==> src/rtl/axi_dma_w_arb_pkg.sv <==
// Shared types and constants for the burst-granular AXI write-DMA arbiter.
package axi_dma_w_arb_pkg;

   typedef enum logic {
      ARB_IDLE  = 1'b0,
      ARB_BURST = 1'b1
   } arb_state_e;

   localparam int unsigned BURST_LEN_DEF = 16;

   // Counter must hold 0..BURST_LEN-1 with one spare bit of headroom.
   function automatic int unsigned burst_cnt_w(input int unsigned burst_len);
      return $clog2(burst_len) + 1;
   endfunction

endpackage

==> src/rtl/rr_arbiter_comb.sv <==
// Combinational requester select: round-robin from ptr, or fixed lowest-index
// priority when AXI_DMA_W_ARB_PRIO_EN is defined.
module rr_arbiter_comb
   import axi_dma_w_arb_pkg::*;
#(
   parameter int unsigned N_REQ = 2,
   parameter int unsigned PTR_W = 1
) (
   input  logic [N_REQ-1:0] req,
   input  logic [PTR_W-1:0] ptr,
   output logic [N_REQ-1:0] win_onehot_c,
   output logic [PTR_W-1:0] win_idx_c
);

`ifdef AXI_DMA_W_ARB_PRIO_EN
   logic unused_ptr;
   assign unused_ptr = ^ptr;
`endif

   // Scan in descending search order so the first candidate is written last.
   always_comb begin
      win_onehot_c = '0;
      win_idx_c    = '0;
`ifdef AXI_DMA_W_ARB_PRIO_EN
      for (int i = int'(N_REQ) - 1; i >= 0; i--) begin
         if (|(req & (N_REQ'(1) << i))) begin
            win_onehot_c = N_REQ'(1) << i;
            win_idx_c    = PTR_W'(i);
         end
      end
`else
      for (int k = int'(N_REQ) - 1; k >= 0; k--) begin
         if (|(req & (N_REQ'(1) << ((int'(ptr) + k) % int'(N_REQ))))) begin
            win_onehot_c = N_REQ'(1) << ((int'(ptr) + k) % int'(N_REQ));
            win_idx_c    = PTR_W'((int'(ptr) + k) % int'(N_REQ));
         end
      end
`endif
   end

endmodule

==> src/rtl/axi_dma_w_arb.sv <==
// Shares one AXI write-DMA databus among N_REQ requesters, one BURST_LEN burst
// per grant. Define AXI_DMA_W_ARB_PRIO_EN for fixed lowest-index priority.
module axi_dma_w_arb
   import axi_dma_w_arb_pkg::*;
#(
   parameter int unsigned N_REQ     = 2,
   parameter int unsigned ADDR_W    = 30,
   parameter int unsigned DATA_W    = 256,
   parameter int unsigned BURST_LEN = BURST_LEN_DEF
) (
   input  logic                        clk,
   input  logic                        rst,
   input  logic [N_REQ-1:0]            req_valid,
   input  logic [N_REQ*ADDR_W-1:0]     req_addr,
   input  logic [N_REQ*DATA_W-1:0]     req_wdata,
   input  logic [N_REQ*DATA_W/8-1:0]   req_wstrb,
   output logic [N_REQ-1:0]            req_ready,
   output logic                        dma_valid,
   output logic [ADDR_W-1:0]           dma_addr,
   output logic [DATA_W-1:0]           dma_wdata,
   output logic [DATA_W/8-1:0]         dma_wstrb,
   input  logic                        dma_ready,
   output logic [N_REQ-1:0]            grant,
   output logic                        busy
);

   localparam int unsigned STRB_W = DATA_W / 8;
   localparam int unsigned PTR_W  = (N_REQ > 1) ? $clog2(N_REQ) : 1;
   localparam int unsigned CNT_W  = burst_cnt_w(BURST_LEN);

   arb_state_e        state_q, state_d;
   logic [N_REQ-1:0]  grant_q, grant_d;
   logic              busy_q, busy_d;
   logic [ADDR_W-1:0] addr_q, addr_d;
   logic [CNT_W-1:0]  cnt_q, cnt_d;
   logic [PTR_W-1:0]  ptr_q, ptr_d;
   logic [PTR_W-1:0]  win_idx_q, win_idx_d;

   logic [N_REQ-1:0]  arb_onehot_c;
   logic [PTR_W-1:0]  arb_idx_c;
   logic [ADDR_W-1:0] arb_addr_c;
   logic              last_beat_c;

   rr_arbiter_comb #(
      .N_REQ (N_REQ),
      .PTR_W (PTR_W)
   ) u_arb (
      .req          (req_valid),
      .ptr          (ptr_q),
      .win_onehot_c (arb_onehot_c),
      .win_idx_c    (arb_idx_c)
   );

   assign arb_addr_c  = ADDR_W'(req_addr >> (32'(arb_idx_c) * ADDR_W));
   assign last_beat_c = dma_ready && (cnt_q == CNT_W'(BURST_LEN - 1));

   always_ff @(posedge clk or posedge rst) begin
      if (rst) begin
         state_q   <= ARB_IDLE;
         grant_q   <= '0;
         busy_q    <= 1'b0;
         addr_q    <= '0;
         cnt_q     <= '0;
         ptr_q     <= '0;
         win_idx_q <= '0;
      end else begin
         state_q   <= state_d;
         grant_q   <= grant_d;
         busy_q    <= busy_d;
         addr_q    <= addr_d;
         cnt_q     <= cnt_d;
         ptr_q     <= ptr_d;
         win_idx_q <= win_idx_d;
      end
   end

   // Grant is taken only from IDLE, so a burst always ends with one idle cycle.
   always_comb begin
      state_d   = state_q;
      grant_d   = grant_q;
      busy_d    = busy_q;
      addr_d    = addr_q;
      cnt_d     = cnt_q;
      ptr_d     = ptr_q;
      win_idx_d = win_idx_q;
      case (state_q)
         ARB_IDLE: begin
            if (|req_valid) begin
               state_d   = ARB_BURST;
               grant_d   = arb_onehot_c;
               busy_d    = 1'b1;
               addr_d    = arb_addr_c;
               cnt_d     = '0;
               win_idx_d = arb_idx_c;
            end
         end
         ARB_BURST: begin
            if (last_beat_c) begin
               state_d = ARB_IDLE;
               grant_d = '0;
               busy_d  = 1'b0;
               cnt_d   = '0;
`ifdef AXI_DMA_W_ARB_PRIO_EN
               ptr_d   = '0;
`else
               ptr_d   = (win_idx_q == PTR_W'(N_REQ - 1)) ? '0 : win_idx_q + PTR_W'(1);
`endif
            end else if (dma_ready) begin
               cnt_d = cnt_q + CNT_W'(1);
            end
         end
      endcase
   end

   // grant_q is zero in IDLE, which also masks dma_ready there.
   assign req_ready = grant_q & {N_REQ{dma_ready}};
   assign dma_valid = |(req_valid & grant_q);
   assign dma_addr  = addr_q;
   assign dma_wdata = DATA_W'(req_wdata >> (32'(win_idx_q) * DATA_W));
   assign dma_wstrb = STRB_W'(req_wstrb >> (32'(win_idx_q) * STRB_W));
   assign grant     = grant_q;
   assign busy      = busy_q;

endmodule

==> config.mk <==
export PLATFORM = sky130hd
export DESIGN_NAME = axi_dma_w_arb
export DESIGN_NICKNAME = d
export VERILOG_FILES = /design/src/rtl/axi_dma_w_arb_pkg.sv /design/src/rtl/rr_arbiter_comb.sv /design/src/rtl/axi_dma_w_arb.sv
export SDC_FILE = /design/constraint.sdc
export NUM_CORES = 1
export LEC_CHECK = 0
export CAP_MARGIN = 20
export CORE_AREA = 2 2 379 381
export CTS_CLUSTER_SIZE = 8
export DETAILED_ROUTE_END_ITERATION = 7
export DIE_AREA = 0 0 381 383
export GPL_ROUTABILITY_DRIVEN = 0
export GPL_TIMING_DRIVEN = 0
export PLACE_DENSITY = 0.35
export SYNTH_ARGS = -nofsm -noshare
export SYNTH_HDL_FRONTEND = slang
export SYNTH_SLANG_ARGS = --single-unit
==> constraint.sdc <==
create_clock -name clk -period 2.9 [get_ports clk]
set_input_delay 0.58 -clock clk [delete_from_list [all_inputs] [get_ports clk]]
set_output_delay 0.58 -clock clk [all_outputs]
set_load 0.01 [all_outputs]
==> summary.txt <==
status -> complete, no violations
crit path kind -> reg -> out
largest net degree at the start of global routing -> 25
Syn Area/Cell -> 10.03 um^2
Die Ht -> 383 um
DRC Markers -> 0
CTS root buffer -> clkbuf_16
cts hold-fix bufs -> 0
DRC violation total after the first TritonRoute iteration -> 314
synth top area cells -> mux2_2 (59%), dfrtp_1 (19%), nand3b_1 (4.1%)
final worst path period need -> 2823 ps
unrepaired setup endpoints after global routing -> false
endpoint class of the critical path -> output port
Post-Synth Simple-Gate Area -> 8.180%
Syn Nets -> 1191
Worst slew margin -> 36.10%
clock sink count -> 41
Pwr per Cell Area -> 577.8 nW/um^2
Layout area overhead -> 224.5%
Initial Utilization -> 3.871%
register bit count reported by yosys -> 41
DPL Wire Length -> 95250 um
htree depth -> 2
Seq pwr share -> 10.0%
Synth Warn # -> 0
part of the power in the clock network -> 6.6%
drt total wl -> 102400 um
largest family of logic cells by synthesized area -> multiplexers
total number of vias -> 9105
FFs w/ async S/R, synth -> 100.0%
post-synthesis sequential area ratio -> 18.63%
xor-xnor portion of the synthesized cell area -> 0%
Post-synth EDFFs -> 0
DRT Pass-1 Iters -> 4
CTS Buffer Depth -> 2
number of global-route vias before repair -> 9271
most common library cells after synthesis -> mux2_2 (288), dfrtp_1 (41), o21ai_0 (34)
sequential standard cell area -> 1027 um^2
NetSw -> 0.004689 W
Design Power -> 0.01032 W
worst skew pair latency -> 320 ps
final hold violations -> 0
Inserted Clock Buffers -> 5
DIE WIDTH -> 381 um
highest clock rate -> 354.2 MHz
Antenna Nets Post-Route -> 0
core area -> 142300 um^2
Peak VDD IR -> 0.0002334 V
All-Layer GR Usage -> 13.37%
type of origin of the critical path -> flip-flop
CP required -> 2320 ps
Site Rows -> 139
highest metal used -> met5
gr ovfl total -> 0
Pleak -> 6.105 nW
Cell Int Power -> 0.005634 W
Post-Syn Area -> 5507 um^2
die area -> 145900 um^2
MaxCap Viol Count -> 0
CP Data Arrival Time -> 2240 ps
global-route wire length before repair -> 122000 um
Final period util -> 97.35%
post-synthesis mux area share -> 58.90%
Layout Skew -> 12.10 ps
CTS tree -> built
post-DR vias/cell -> 2.647
share of cells above drive strength 1 -> 23.47%
Setup WS pre-CTS -> -671.8 ps
antenna violations before repair -> 100
top cell type by total area after synthesis -> mux2_2
Sw Ratio -> 45.42%
Post-Synth Adder-Cell Area -> 0.2272%
Clk pin slew, worst setup/hold paths -> 90 ps
most frequent cell after synthesis -> mux2_2
Comb pwr share -> 83.4%
Synth Flop Type -> dfrtp_1
fillcell total -> 16480
Port-buffer cells -> 963
Least-Margin Pin Slew -> 958.5 ps
nets -> 2162
routed len/inst -> 29.78 um
final setup fails -> 0
Critical Path Fanout Max -> 10
cell count after synthesis -> 549
Unique masters post-synth -> 33
Max Slew Vio Count -> 0
wire length on met3 -> 10440 um
Hold Crit Class -> reg -> reg
area taken by multi-input logic gates -> 4173 um^2
met2 WL -> 50750 um
IO Count -> 965
post-synth top area share -> 58.90%
Compound-Gate Fraction of Synth Area -> 8.475%
wl on met1 -> 39570 um
post-route setup slack -> 76.78 ps
[layer usage]
| metal | vias to the layer above | global-route usage (%) |
|---|---|---|
| li1 | 4023 | - |
| met2 | 675 | 23.78 |
| met4 | 16 | 1.164 |
| met5 | - | 0 |
| met3 | 160 | 5.928 |
| met1 | 4231 | 15.17 |
[worst max-delay path, stage by stage (launching register included)]
cell and delay (ps):
dfrtp_2 450, buf_12 190, buf_4 260, mux2_2 370, clkdlybuf4s50_1 640
[placed cells by master, fill, tap and decap left out, types with 4 or more instances in the layout]
| cell type | synthesis | routed |
|---|---|---|
| buf_6 | 0 | 12 |
| nand2_1 | 6 | 6 |
| buf_2 | 29 | 13 |
| clkbuf_1 | 6 | 5 |
| inv_1 | 5 | 4 |
| diode_2 | 0 | 16 |
| dlygate4sd2_1 | 0 | 48 |
| clkdlybuf4s50_1 | 0 | 893 |
| a31oi_1 | 30 | 30 |
| clkdlybuf4s15_2 | 0 | 10 |
| nand3b_1 | 30 | 30 |
| o21ai_1 | 7 | 7 |
| dlymetal6s2s_1 | 0 | 10 |
| buf_8 | 0 | 4 |
| dfrtp_1 | 41 | 40 |
| nor2_1 | 30 | 30 |
| o21ai_0 | 34 | 34 |
| buf_12 | 0 | 4 |
| buf_4 | 14 | 14 |
| mux2_2 | 288 | 288 |
| clkbuf_16 | 0 | 5 |
[kinds of logic (layout without fill, tap and decap cells)]
group / after synthesis / count (layout)
DFF: 41 / 41
muxes: 288 / 288
adders and majority gates: 1 / 1
and+or+nand+nor: 80 / 80
other: 0 / 16
buffers and inverters: 58 / 1030
AOI/OAI and AO/OA: 81 / 81
[power by group through the flow]
stage | combinational, W | sequential (W) | clock, W
floorplan | 0.00317 | 0.00109 | 0
global placement | 0.00887 | 0.00104 | 0
detailed placement | 0.00881 | 0.00104 | 0
CTS | 0.00891 | 0.00104 | 0.000712
global route | 0.00918 | 0.00107 | 0.000726
finish | 0.00861 | 0.00104 | 0.000680
[sequential cells by signal (all words and copies together), names as in the netlist]
name       cells
grant          2
busy           1
ptr_q          1
dma_addr      30
win_idx_q      1
cnt_q          5
state_q        1
[final cells by class]
class | instances | area share [%]
antenna | 16 | 0.2241
buffer | 52 | 2.479
clock buffer | 5 | 0.7003
clock inverter | 3 | 0.1401
inverter | 5 | 0.1050
multi-input combinational | 450 | 23.35
sequential | 41 | 5.749
tap | 1903 | 13.33
timing repair buffer | 965 | 53.92
[stage by stage]
step / hold WS (ps) / TNS, ps / util (%) / instances / cell area [um^2]
floorplan: 469.0 / 0 / - / 549 / 5507
global placement: 504.8 / -35130 / 12.32 / 3415 / 17530
detailed placement: 522.2 / -22390 / 12.33 / 3416 / 17550
CTS: 542.2 / -17.93 / 12.50 / 3423 / 17780
global route: 580.4 / 0 / 12.54 / 3427 / 17830
finish: 535.0 / 0 / 12.56 / 3440 / 17870
[repair_timing]
action,in CTS,in global routing
endpoints found under the setup margin,290,16
buffers inserted,0,1
gates resized for setup,134,13
[final timing paths]
check | start | to | slack, ps | cells past startpoint
min in group asynchronous | rst | dma_addr[13] | 650 | 2
max reg2reg | ptr_q | dma_addr[27] | 960 | 4
max | win_idx_q | dma_wdata[22] | 80 | 4
min reg2reg | ptr_q | ptr_q | 540 | 2
max in group asynchronous | rst | win_idx_q | 1650 | 3
min | ptr_q | ptr_q | 540 | 2
Note: power is estimated with default switching activity, not from simulation.
==> RTL edit 1: new RTL, config.mk and constraints unchanged <==
`BURST_LEN_DEF`: 16 -> 32.
--- a/src/rtl/axi_dma_w_arb_pkg.sv
+++ b/src/rtl/axi_dma_w_arb_pkg.sv
@@ -6,7 +6,7 @@
       ARB_BURST = 1'b1
    } arb_state_e;
 
-   localparam int unsigned BURST_LEN_DEF = 16;
+   localparam int unsigned BURST_LEN_DEF = 32;
 
    // Counter must hold 0..BURST_LEN-1 with one spare bit of headroom.
    function automatic int unsigned burst_cnt_w(input int unsigned burst_len);
Check against the original RTL: not settled (the Yosys comparison gave no result); the edit may change what the design does.
==> RTL edit 1 against the unedited design <==
- design area increased by 0.97%
- wire length increased by 6.3%
- sequential cell count increased by 1
- utilization increased by 0.12 points
- area after synthesis increased by 1.1%
- critical path type unchanged
- count of clock-buffer cells in the layout unchanged
- power decreased by 21%
- worst setup slack got worse by 0.021 ns
==> RTL edit 1: results (changes against the unedited design) <==
Synthesis
  – Synth Warn #: 0 (unchanged)
  – Synth area leaders: mux2_2 (58%), dfrtp_1 (19%), nand3b_1 (4.2%)
  – Ys flop type: dfrtp_1
  – Most frequent cells after synthesis: mux2_2 (289), dfrtp_1 (42), buf_2 (40), nor2_1 (35)
  – Seq/Total Area, Yosys: 18.9% (+0.25 points)
  – Syn avg cell area: 9.96 um^2 (-0.74%)
  – Synth area leader: mux2_2
  – Post-Syn Nets: 1,201 (+0.84%)
  – Asr flop ratio synth: 100% (unchanged)
  – Post-synth cell types: 35 (+6.1%)

Hold path
  – HP Class: reg -> reg

Pwr
  – Static Leak: 6.23 nW (+2.0%)
  – Sw frac: 44.6% (-0.83 points)
  – Worst VDD drop: 0.274 mV (+17%)

Worst setup path
  – Critical path peak fanout: 10 (unchanged)
  – Worst Path Arrival: 2.26 ns (+0.02 ns)

Detailed routing
  – Drt first pass iters: 4 (unchanged)
  – Average vias per placed instance: 2.70 (+2.2%)
  – Final ANT Viol Nets: 0 (unchanged)
  – Routed WL: 109,000 um (+6.3%)
  – Iter 0 DRT Violations: 347 (+11%)

Placed design
  – Place WS: -0.734 ns (-0.0622 ns)
  – Buffers added on ports: 963 (unchanged)
  – Placed insts: 3,426 (+0.29%)
  – HPWL reported at the end of detailed placement: 102,000 um (+6.7%)

CTS
  – Clock buffer count from CTS: 5 (unchanged)
  – Clk slew on worst S/H paths: 0.07 ns (-0.02 ns)
  – Clk root buf: clkbuf_16
  – CTS Buffer Depth: 2 (unchanged)
  – H-tree levels: 2 (unchanged)
  – Worst skew pair latency: 0.32 ns (about the same)

Global route
  – GRT Total Usage: 14.3% (+0.94 points)
  – Largest net degree at the start of global routing: 29 (+16%)
  – Initial antenna violation count: 102 (+2.0%)
  – First-pass GRT wire length: 130,000 um (+6.3%)
  – Vias in the first global route: 9,857 (+6.3%)

STA
  – Slew headroom: 42.8% (+6.7 points)
  – Post-route clock skew: 0.00729 ns (-0.00481 ns)

Status
  – Status: finished clean

Final layout
  – Max reg flops: 30 (unchanged)
  – Layout cells sized above 1: 22.8% (-0.63 points)
  – Final nets: 2,173 (+0.51%)
  – Layout Cells excl Fill: 3,460 (+0.58%)
## RTL edit 1: power groups by stage
stage	Sequential [mW]	Combinational [mW]	Clock (mW)
floorplan	0.940	2.11	0
global placement	0.893	6.61	0
detailed placement	0.899	6.57	0
CTS	0.898	6.64	0.796
global route	0.923	6.87	0.802
finish	0.895	6.49	0.749
## RTL edit 1: critical path, cell delays in order (launching register included)
cell,delay [ns]
dfrtp_1,0.38
buf_12,0.18
buf_16,0.19
mux2_2,0.42
clkdlybuf4s50_1,0.72
## RTL edit 1: cell families after synthesis
kind of cell             count (synthesis)  share of synthesized area [%]
flip-flops                              42                           18.9
multiplexers                           290                           58.7
AND/OR/NAND/NOR                         85                           8.75
adder cells (fa/ha/maj)                  1                          0.225
buffers and inverters                   62                           5.28
AO/OA/AOI/OAI                           79                           8.21
## RTL edit 1: final timing paths
check / from / endpoint / slack [ns] / cells after the start
worst max-delay path: win_idx_q$_DFFE_PP0P_ / dma_wstrb[17] / 0.06 / 4
worst min-delay path: busy$_DFFE_PP0P_ / busy$_DFFE_PP0P_ / 0.54 / 2
worst max register to register: cnt_q[0]$_DFFE_PP0P_ / grant[1]$_DFFE_PP0P_ / 1.07 / 4
worst min register to register: busy$_DFFE_PP0P_ / busy$_DFFE_PP0P_ / 0.54 / 2
max in group asynchronous: rst / dma_addr[5]$_DFFE_PP0P_ / 1.76 / 3
min in group asynchronous: rst / dma_addr[17]$_DFFE_PP0P_ / 0.59 / 2
## RTL edit 1: layer usage
layer,vias up,global-route usage [%],share of wire (%)
met5,-,0,0.39
met4,64,2.45,2.0
met3,164,8.65,15
met2,657,23.6,46
met1,4397,15.8,37
li1,4073,-,-
## RTL edit 1: timing repair
action,CTS,global route
setup endpoints to repair,288,79
buffers inserted,0,1
hold buffers,0,0
endpoints found under the hold margin,0,0
gates resized for setup,155,28
## RTL edit 1: layout make-up
class | count | area (um^2)
antenna | 25 | 62.6
buffer | 53 | 507
clock buffer | 5 | 125
clock inverter | 3 | 48.8
fill | 16420 | 124000
inverter | 9 | 33.8
multi-input combinational | 455 | 4230
sequential | 42 | 1050
tap | 1903 | 2380
timing repair buffer | 965 | 9600
## RTL edit 1: stage by stage
stage | setup TNS, ns | total power [mW] | utilization, % | hold slack, ns
6_report | 0 | 8.14 | 12.7 | 0.540
5_1_grt | 0 | 8.59 | 12.6 | 0.565
4_1_cts | -0.618 | 8.33 | 12.6 | 0.541
3_5_place_dp | -57.76 | 7.47 | 12.4 | 0.503
3_3_place_gp | -63.34 | 7.50 | 12.4 | 0.491
2_1_floorplan | 0 | 3.05 | - | 0.496
==> RTL edit 2: new RTL, same settings <==
Made on the original files. Reset style: synchronous (`rst`), changed in one clocked block.
--- a/src/rtl/axi_dma_w_arb.sv
+++ b/src/rtl/axi_dma_w_arb.sv
@@ -54,7 +54,7 @@
    assign arb_addr_c  = ADDR_W'(req_addr >> (32'(arb_idx_c) * ADDR_W));
    assign last_beat_c = dma_ready && (cnt_q == CNT_W'(BURST_LEN - 1));
 
-   always_ff @(posedge clk or posedge rst) begin
+   always_ff @(posedge clk) begin
       if (rst) begin
          state_q   <= ARB_IDLE;
          grant_q   <= '0;
Check against the original RTL: not settled (the Yosys comparison gave no result); the edit may change what the design does.
==> RTL edit 2 against the unedited design <==
- wire length down 2.8%
- register-to-register slack gained 0.35 ns
- sequential cell count unchanged
- utilization rose by 0.15 points
- area after synthesis is 4.8% higher
- worst hold slack got worse by 0.061 ns
- worst setup slack got worse by 0.023 ns
- via count is 0.89% higher
- design area is 1.2% higher
- critical path depth increased by 1
Power is not compared: it rests on default switching activity, and its combinational part moved more than twofold at a synthesized area within 25%.
==> RTL edit 2: results (changes against the unedited design) <==
Final layout
  – Final nets: 2,163 (+0.046%)
  – # fillers: 16,477 (-0.024%)
  – Layout Cells excl Fill: 3,450 (+0.29%)
  – Layout cells sized above 1: 26.5% (+3.1 points)

Synthesis
  – Post-Syn Nets: 1,194 (+0.25%)
  – Mux contribution to synthesized area: 56.2% (-2.7 points)
  – Adder-Cell Fraction of Synth Area: 0.217% (-0.010 points)
  – Ys flop type: dfxtp_1
  – Seq/Total Area, Yosys: 14.2% (-4.4 points)
  – Synth area leaders: mux2_2 (56%), dfxtp_1 (14%), a311oi_2 (7.8%)
  – Gate count after technology mapping: 552 (+0.55%)
  – Asr flop ratio synth: 0% (-100 points)
  – Compound-gate portion of the synthesized area: 12.5% (+4.0 points)
  – Most frequent cells after synthesis: mux2_2 (288), dfxtp_1 (41), nand3b_1 (32), a311oi_2 (30), o21ai_0 (28)
  – Post-synth cell types: 37 (+12%)

Placed design
  – HPWL reported at the end of detailed placement: 93,500 um (-1.8%)
  – Buffers added on ports: 962 (-0.10%)
  – Placed insts: 3,417 (+0.029%)
  – Place WS: -0.384 ns (+0.288 ns)

STA
  – Slew headroom: 32.8% (-3.3 points)
  – Post-route clock skew: 0.0133 ns (+0.00119 ns)

Detailed routing
  – Met3 WL post-DR: 14,900 um (+43%)
  – Met2 wire len: 47,100 um (-7.2%)
  – Vias: 9,186 (+0.89%)
  – Metal-1 WL: 35,000 um (-12%)
  – Iter 0 DRT Violations: 329 (+4.8%)
  – Routed WL: 99,500 um (-2.8%)

Global route
  – Routing usage on met3: 7.26% (+1.3 points)
  – GRT met1 Usage: 14.0% (-1.2 points)
  – Met2 usage: 22.4% (-1.4 points)
  – First-pass GRT wire length: 120,000 um (-1.5%)
  – Initial antenna violation count: 98 (-2.0%)
  – Largest net degree at the start of global routing: 15 (-40%)

Status
  – Status: finished clean

Worst setup path
  – Worst path max stage delay: 0.58 ns (-0.06 ns)
  – Worst Path Arrival: 2.27 ns (+0.03 ns)

CTS
  – Cts repair resizes: 87 (-35%)
[RTL edit 2: cell types whose count changed after synthesis, sizes merged, moves of 3 or more]
cell,delta
nand2,-4
o21ai,-7
a31oi,-29
nand2b,-3
a311oi,+30
a21oi,+5
inv,-4
dfxtp,+41
dfrtp,-41
[RTL edit 2: tightest hold or removal path, delay by kind of cell, from the launching register on]
kind            cells  cell delay (ns)
compound gates      2             0.12
flops               1             0.31
[RTL edit 2: final timing paths]
kind | end | cells past startpoint | slack [ns] | start
worst max-delay path | dma_wdata[230] | 5 | 0.05 | win_idx_q$_SDFFE_PP0P_
worst min-delay path | ptr_q$_SDFFE_PP0P_ | 2 | 0.47 | ptr_q$_SDFFE_PP0P_
worst max register to register | dma_addr[11]$_SDFFE_PP0P_ | 4 | 1.31 | ptr_q$_SDFFE_PP0P_
worst min register to register | ptr_q$_SDFFE_PP0P_ | 2 | 0.47 | ptr_q$_SDFFE_PP0P_
[RTL edit 2: kinds of logic after synthesis]
kind of cell               after synthesis
AOI/OAI and AO/OA                       79
adders and majority gates                1
buffers and inverters                   58
DFF                                     41
muxes                                  288
and+or+nand+nor                         85
[RTL edit 2: power by group]
group	internal (mW)	leakage, nW	total (mW)	switching [mW]
Sequential	0.607	0.339	0.643	0.0363
Clock	0.410	0.0843	0.706	0.296
Combinational	1.67	5.52	2.84	1.17
[RTL edit 2: area by class of cell]
class / count / area [um^2] / area share, %
inverter: 1 / 3.75 / 0.0208
multi-input combinational: 453 / 4560 / 25.2
clock buffer: 5 / 125 / 0.692
timing repair buffer: 962 / 9580 / 53.0
antenna: 25 / 62.6 / 0.346
clock inverter: 3 / 43.8 / 0.242
tap: 1903 / 2380 / 13.2
buffer: 57 / 498 / 2.76
sequential: 41 / 822 / 4.55
